$ cat src/rtl/gen_step_controller.sv
// gen_step_controller
//   Turns raw board push-buttons into clean Life-engine commands and keeps the
//   binary generation count shown on the seven-segment display.
//
//   Ports
//     i_clk, i_reset        system clock; asynchronous active-high reset
//     i_btn_step/run/clear  raw buttons, asynchronous to i_clk
//     i_engine_ack          engine acknowledge for the asserted request
//     o_step_req            ask the engine for one generation
//     o_clear_req           ask the engine to clear the board
//     o_running             auto-step mode active
//     o_generation          saturating generation count, 0..MAX_GEN
//     o_gen_saturated       o_generation == MAX_GEN
//
//   gen_step_debounce (same file) conditions one button: 2-flop synchroniser,
//   stability counter, one-cycle pulse on a debounced press.

module gen_step_debounce #(
  parameter int DB_COUNT = 1000000
) (
  input  logic i_clk,
  input  logic i_reset,
  input  logic i_btn,
  output logic o_press
);
  localparam int CW = (DB_COUNT > 1) ? $clog2(DB_COUNT) : 1;

  logic [1:0]    r_sync;
  logic          r_level;
  logic [CW-1:0] r_cnt;
  logic          r_press;

  always_ff @(posedge i_clk or posedge i_reset) begin
    if (i_reset) begin
      r_sync  <= '0;
      r_level <= 1'b0;
      r_cnt   <= '0;
      r_press <= 1'b0;
    end else begin
      r_sync  <= {r_sync[0], i_btn};
      r_press <= 1'b0;
      if (r_sync[1] == r_level) begin
        r_cnt <= '0;
      end else if (r_cnt == CW'(DB_COUNT - 1)) begin
        // level held long enough: accept it; only a press produces a pulse
        r_level <= r_sync[1];
        r_cnt   <= '0;
        r_press <= r_sync[1];
      end else begin
        r_cnt <= r_cnt + 1'b1;
      end
    end
  end

  assign o_press = r_press;
endmodule

module gen_step_controller #(
  parameter int DB_COUNT   = 1000000,
  parameter int RUN_PERIOD = 25000000,
  parameter int MAX_GEN    = 9999
) (
  input  logic        i_clk,
  input  logic        i_reset,
  input  logic        i_btn_step,
  input  logic        i_btn_run,
  input  logic        i_btn_clear,
  input  logic        i_engine_ack,
  output logic        o_step_req,
  output logic        o_clear_req,
  output logic        o_running,
  output logic [15:0] o_generation,
  output logic        o_gen_saturated
);
  localparam int TW = (RUN_PERIOD > 1) ? $clog2(RUN_PERIOD) : 1;

  typedef enum logic [1:0] {S_IDLE, S_STEP, S_CLEAR} state_t;

  // button index: 0 = step, 1 = run, 2 = clear
  logic [2:0] w_btn;
  logic [2:0] w_press;
  assign w_btn = {i_btn_clear, i_btn_run, i_btn_step};

  for (genvar gi = 0; gi < 3; gi++) begin : g_db
    gen_step_debounce #(.DB_COUNT(DB_COUNT)) u_db (
      .i_clk   (i_clk),
      .i_reset (i_reset),
      .i_btn   (w_btn[gi]),
      .o_press (w_press[gi])
    );
  end

  logic w_step_p, w_run_p, w_clear_p;
  assign w_step_p  = w_press[0];
  assign w_run_p   = w_press[1];
  assign w_clear_p = w_press[2];

  state_t        r_state;
  logic          r_running;
  logic          r_tick;
  logic          r_pending_clear;
  logic          r_step_req;
  logic          r_clear_req;
  logic [15:0]   r_gen;
  logic [TW-1:0] r_timer;
  logic          w_tick;

  // a tick registered just as running drops must not launch a step
  assign w_tick = r_tick & r_running;

  always_ff @(posedge i_clk or posedge i_reset) begin
    if (i_reset) begin
      r_state         <= S_IDLE;
      r_running       <= 1'b0;
      r_tick          <= 1'b0;
      r_pending_clear <= 1'b0;
      r_step_req      <= 1'b0;
      r_clear_req     <= 1'b0;
      r_gen           <= '0;
      r_timer         <= '0;
    end else begin
      // run timer: tick is registered so the first one lands RUN_PERIOD
      // cycles after running rises
      r_tick <= 1'b0;
      if (r_running) begin
        if (r_timer == TW'(RUN_PERIOD - 1)) begin
          r_timer <= '0;
          r_tick  <= 1'b1;
        end else begin
          r_timer <= r_timer + 1'b1;
        end
      end else begin
        r_timer <= '0;
      end

      if (w_run_p) r_running <= ~r_running;

      case (r_state)
        S_IDLE: begin
          if (w_clear_p || r_pending_clear) begin
            r_state         <= S_CLEAR;
            r_clear_req     <= 1'b1;
            r_pending_clear <= 1'b0;
          end else if ((w_step_p && !r_running) || w_tick) begin
            r_state    <= S_STEP;
            r_step_req <= 1'b1;
          end
        end
        S_STEP: begin
          // steps and ticks are dropped here; a clear waits its turn
          if (w_clear_p) r_pending_clear <= 1'b1;
          if (i_engine_ack) begin
            r_state    <= S_IDLE;
            r_step_req <= 1'b0;
            if (r_gen < 16'(MAX_GEN)) r_gen <= r_gen + 1'b1;
          end
        end
        S_CLEAR: begin
          if (i_engine_ack) begin
            // a cleared board also stops auto-stepping (overrides run_p)
            r_state     <= S_IDLE;
            r_clear_req <= 1'b0;
            r_gen       <= '0;
            r_running   <= 1'b0;
            r_timer     <= '0;
            r_tick      <= 1'b0;
          end
        end
        default: r_state <= S_IDLE;
      endcase
    end
  end

  assign o_step_req      = r_step_req;
  assign o_clear_req     = r_clear_req;
  assign o_running       = r_running;
  assign o_generation    = r_gen;
  assign o_gen_saturated = (r_gen == 16'(MAX_GEN));
endmodule

$ cat config.mk
export PLATFORM = sky130hd
export DESIGN_NAME = gen_step_controller
export DESIGN_NICKNAME = d
export VERILOG_FILES = /design/src/rtl/gen_step_controller.sv
export SDC_FILE = /design/constraint.sdc
export NUM_CORES = 1
export LEC_CHECK = 0
export CAP_MARGIN = 20
export CORE_ASPECT_RATIO = 1.1
export CORE_MARGIN = 4
export CORE_UTILIZATION = 55
export CTS_CLUSTER_SIZE = 28
export DETAILED_ROUTE_END_ITERATION = 6
export PLACE_DENSITY = 0.76
export SLEW_MARGIN = 25
export SYNTH_ARGS = -nofsm -noshare
export SYNTH_HDL_FRONTEND = slang
export SYNTH_SLANG_ARGS = --single-unit
$ cat constraint.sdc
create_clock -name i_clk -period 3.9 [get_ports i_clk]
set_clock_uncertainty 0.15 [all_clocks]
set_input_delay 0.585 -clock i_clk [delete_from_list [all_inputs] [get_ports i_clk]]
set_output_delay 0.585 -clock i_clk [all_outputs]
set_load 0.02 [all_outputs]
# Yosys cells after proc, flatten, opt, wreduce, memory -nomap -nowiden
# Cells that the tools add are included.
[classes]
n_shift = 0
addsub = 5
mux = 40
reduce_logical = 17
n_mul = 0
bitwise = 5
div = 0
n_eq_ne = 19
order_cmp = 1
[op_table]
columns = ["op", "count"]
rows = [
  ["$mux 20", 6],
  ["$mux 25", 4],
  ["$add 20x1->20 const B", 3],
  ["$eq 20x20->1 const B", 3],
  ["$mux 16", 3],
  ["$pmux 16 s2", 1],
  ["$add 25x1->25 const B", 1],
  ["$eq 25x25->1 const B", 1],
  ["$mux 1", 19],
  ["$add 16x1->16 const B", 1],
  ["$eq 16x14->1 const B", 1],
  ["$lt 16x14->1 const B", 1],
  ["$ne 2x2->1 const B", 6],
  ["$reduce_and 2->1", 4],
  ["$reduce_and 4->1", 2],
  ["$mux 2", 3],
  ["$pmux 1 s2", 3],
  ["$reduce_and 3->1", 2],
  ["$reduce_bool 2->1", 3],
  ["$ne 2x1->1 const B", 2],
  ["$not 1->1", 4],
  ["$pmux 2 s2", 1],
  ["$eq 1x1->1", 3],
  ["$ne 3x3->1 const B", 1],
  ["8 further kinds", 9],
]
[totals]
latchBits = 0
ram_bits = 0
wordCells = 107
in_bits = 6
regBits = 120
mem_count = 0
rom_bits = 0

# Logic depth before layout (Yosys ltp)
[logic_depth]
depth_word = 6
mapped_depth = 8
depth_no_buf = 7

# Hierarchy
# A second synthesis with hierarchy kept.
[hier_totals]
hier_cells = 600
area_unflattened_um2 = 6113.4
[by_module_without_submodules]
columns = ["mod", "cells_each", "area_each_um2", "seq_area_each_um2", "instances"]
rows = [
  ["gen_step_debounce", 108, 1188.6, 600.6, 3],
  ["gen_step_controller", 276, 2547.4, 1201.2, 1],
]

# Worst setup path before layout
# No wires, ideal clock.
[synth_timing]
path_type = "register to output"
start = "register r_gen[4] (netlist: o_generation[4])"
end = "output o_gen_saturated"
path_slack_ps = 1719
arrival_time_ps = 1446
stages_incl_launch_ff = 5
required_time_ps = 3165
cell_sequence = "dfrtp_1 buf_2 nor4_4 nand3_1 nor3_1"
[synth_between]
elab_chain_len = 1
[synth_rtl]
columns = ["item", "line", "source"]
rows = [
  ["start: declaration", "104", "logic [15:0] r_gen;"],
  ["start signal: assignment", "155", "if (r_gen < 16'(MAX_GEN)) r_gen <= r_gen + 1'b1;"],
  ["$eq 16x14->1", "178", "assign o_gen_saturated = (r_gen == 16'(MAX_GEN));"],
  ["end: declaration", "73", "output logic o_gen_saturated"],
]
# Every way passes these cells.

# Worst setup path in the final report
[layout_timing]
start = "register r_gen[0] (netlist: o_generation[0])"
end = "output o_gen_saturated"
# The elaborated chain is that of the path after synthesis.

==> results by group <==
Status
  – Status: completed

CTS
  – Setup bufs post-CTS: 0
  – CTS Sinks: 120
  – H-tree lvl count: 4
  – CTS Hold Bufs: 0
  – CTS Buf Count: 17
  – Worst-Skew Late Latency: 0.41 ns
  – Clock tree buffer depth: 2
  – Root Buffer: clkbuf_16
  – Resize count post-CTS: 0
  – Clock Pin Slew Worst Setup and Hold Paths: 0.05 ns
  – CTS tree: done

Power
  – Peak supply drop: 0.318 mV
  – Pwr/cell area: 464 nW/um^2
  – Static Leak: 2.87 nW

Worst setup path
  – CP Launch Type: flip-flop
  – Maximum fanout along the worst path: 8
  – Largest stage delay, worst path: 0.64 ns
  – Worst path arrival time: 2.20 ns
  – Reg-to-reg slack, setup: 1.19 ns
  – CP endpoint kind: output port
  – Worst EP required: 3.16 ns
  – Reg-to-Reg End: o_generation[15]
  – CP Class: reg2out
  – CP cell instances: ha_1 -> nand3_1 -> nor3_1 -> clkdlybuf4s50_1
  – Worst R2R Path Depth: 7
  – Slowest stage cell, crit path: clkdlybuf4s50_1
  – RR Startpoint: r_state[0]

Global routing
  – Global-route wire length before repair: 20000 um
  – Total Routing Usage GR: 20.2%
  – Initial antenna violation count: 0
  – Gr ovfl total: 0
  – Vias in the first global route: 4361
  – Largest net degree at the start of global routing: 72

Die
  – Die height: 116 um
  – Die Width: 106 um
  – # rows: 39
  – Die area: 12300 sq um
  – # IOs: 26
  – Initial core utilization: 56.3%
  – CORE AREA: 10300 sq um

Synth
  – Synth top area cells: dfrtp_1 52%, xor2_1 7.8%, nor2_1 7.0%
  – Largest family of logic cells by synthesized area: simple AND/OR/NAND/NOR gates
  – Netlist Area Pre-Place: 5820 sq um
  – Cell count after synthesis: 589
  – Most frequent cells after synthesis: 120 x dfrtp_1, 108 x nor2_1, 52 x xor2_1
  – Xor/xnor share of the synthesized area: 12.0%
  – Syn Area/Cell: 9.88 sq um
  – Syn. warnings: 0
  – Post-synthesis mux area share: 0.753%
  – Register area share after synthesis: 51.6%
  – EDFF count, synth: 0
  – Post-synth ARST share: 100%
  – Adder-cell share of the synthesized area: 1.72%
  – Post-synth top area share: 51.6%
  – Area leader, netlist: dfrtp_1
  – Top-count cell post-synth: dfrtp_1
  – Post-Synth Simple-Gate Area: 26.2%
  – Syn Nets: 603
  – Yosys cell types: 50
  – Compound-Gate Fraction of Synth Area: 5.65%
  – Top FF cell, synth: dfrtp_1
  – Seq cells post-synth: 120

Detailed routing
  – Detail Route Antenna Nets: 0
  – DRT Pass-1 Iters: 4
  – Vias per cell: 5.61
  – Wirelength per Cell: 14.7 um
  – Drt total wl: 11400 um
  – Vias post-DR: 4342
  – Drc violations: 0
  – First-iteration detailed-routing DRC count: 261

STA
  – Slew Limit Fails: 0
  – Fmax: 0.340 GHz
  – Setup violators final: 0
  – Hold Violations, Final: 0
  – Relative slew slack: 36.6%
  – Period utilization: 75.3%
  – RSZ-0062 raised after global routing: no
  – Crit path time final: 2.94 ns
  – Setup TNS: 0 ns
  – Measured slew at the worst slew-check pin: 0.949 ns

Hold path
  – Type of the worst min-delay path: reg2reg
  – WHS Endpoint: g_db[1].u_db.r_sync[1]
  – Hold path start: g_db[1].u_db.r_sync[0]
  – Worst Hold Path Cells: 0

Place
  – Port Buffers: 25
  – Dpl cells: 743
  – GPL Wtd Cong: 0.838
  – HPWL Detailed: 7350 um

Cells and area
  – Final Non-Filler Cells: 774
  – Multi-input gate area: 2700 sq um
  – Nets: 633
  – N_diodes: 0
  – Fill cells: 765
  – FF/Latch Area: 3000 sq um
  – Share of cells above drive strength 1: 7.92%
  – Layout overhead on the synthesized area: 17.5%

Job
  – Max Cap Viol: 0
[layout make-up]
type                    instances  area share, %
multi-input cells             444           39.5
inverters                       9          0.549
well taps                     143           2.62
clock buffers                  24           7.34
clock inverters                 7           2.03
flip-flops and latches        120           43.9
repair buffers                 27           4.06
[worst max path at each step]
| stage | from | to | slack, ns | cells after the start |
|---|---|---|---|---|
| 2_1_floorplan | i_reset | g_db[0].u_db.o_press | 1.70 | 1 |
| 3_3_place_gp | i_engine_ack | o_generation[15] | 1.03 | 6 |
| 3_5_place_dp | i_engine_ack | o_generation[15] | 0.94 | 6 |
| 4_1_cts | o_generation[0] | o_gen_saturated | 0.94 | 4 |
| 5_1_grt | o_generation[0] | o_gen_saturated | 0.80 | 4 |
| 6_report | o_generation[0] | o_gen_saturated | 0.96 | 4 |
[sequential cells by signal, indices dropped and copies added (netlist names)]
register and flops:
r_tick 1, r_timer 25, g_db.u_db.r_level 3, r_pending_clear 1, r_state 2, o_generation 16
o_step_req 1, o_clear_req 1, g_db.u_db.r_sync 6, o_running 1, g_db.u_db.r_cnt 60, g_db.u_db.o_press 3
[metal layers]
metal	vias to the layer above	wire length [um]	global-route usage, %
met4	0	83	9.76
met5	-	0	0
met1	2151	5060	25.2
met2	88	5830	33.5
met3	6	386	4.96
li1	2097	-	-
[power by group]
group	switching, mW	internal, mW
Sequential	0.0398	1.28
Combinational	0.114	0.0672
Clock	0.524	1.15
[metrics by stage]
step / area (sq um) / utilization [%] / setup slack [ns] / hold slack, ns / power (mW)
after floorplan: 5820 / - / 1.70 / 0.181 / 1.45
after global placement: 6200 / 59.9 / 1.03 / 0.183 / 1.51
after detailed placement: 6200 / 59.9 / 0.942 / 0.185 / 1.52
after CTS: 6840 / 66.1 / 0.944 / 0.197 / 3.20
after global routing: 6840 / 66.1 / 0.803 / 0.203 / 3.28
final: 6840 / 66.1 / 0.963 / 0.197 / 3.17
[cell usage in the layout (no fill, tap or decap), types with 4 or more instances in the layout]
| cell type | Yosys | final |
|---|---|---|
| o31ai_1 | 6 | 6 |
| a21oi_1 | 7 | 7 |
| bufinv_16 | 0 | 4 |
| nand2_1 | 45 | 45 |
| nor4_1 | 11 | 11 |
| o21a_1 | 5 | 5 |
| dfrtp_1 | 120 | 120 |
| nor4b_1 | 5 | 5 |
| ha_1 | 8 | 8 |
| clkbuf_16 | 0 | 17 |
| nor2_1 | 108 | 108 |
| inv_1 | 9 | 8 |
| xnor2_1 | 28 | 28 |
| nor3_1 | 11 | 11 |
| or2_2 | 6 | 6 |
| and4_1 | 7 | 7 |
| nand3_1 | 44 | 44 |
| and2_1 | 6 | 6 |
| clkdlybuf4s50_1 | 0 | 25 |
| clkbuf_8 | 0 | 5 |
| xor2_1 | 52 | 52 |
| o21ai_0 | 17 | 17 |
| nand4_1 | 20 | 20 |
| nand3b_1 | 4 | 4 |
| and3_1 | 17 | 17 |
[cell families (layout without fill, tap and decap cells)]
kind of cell               after synthesis  in the layout
xor gates and xnor gates                80             80
and+or+nand+nor                        302            302
AOI/OAI and AO/OA                       50             50
DFF                                    120            120
muxes                                    4              4
buffers and inverters                   25             67
adders and majority gates                8              8
[worst max-delay path: cells and delay by family, from the launching register on]
family | cells | cell delay [ns]
adders and majority gates | 1 | 0.24
DFF | 1 | 0.44
and+or+nand+nor | 2 | 0.47
buffers and inverters | 1 | 0.64
(Power assumes the default switching activity.)
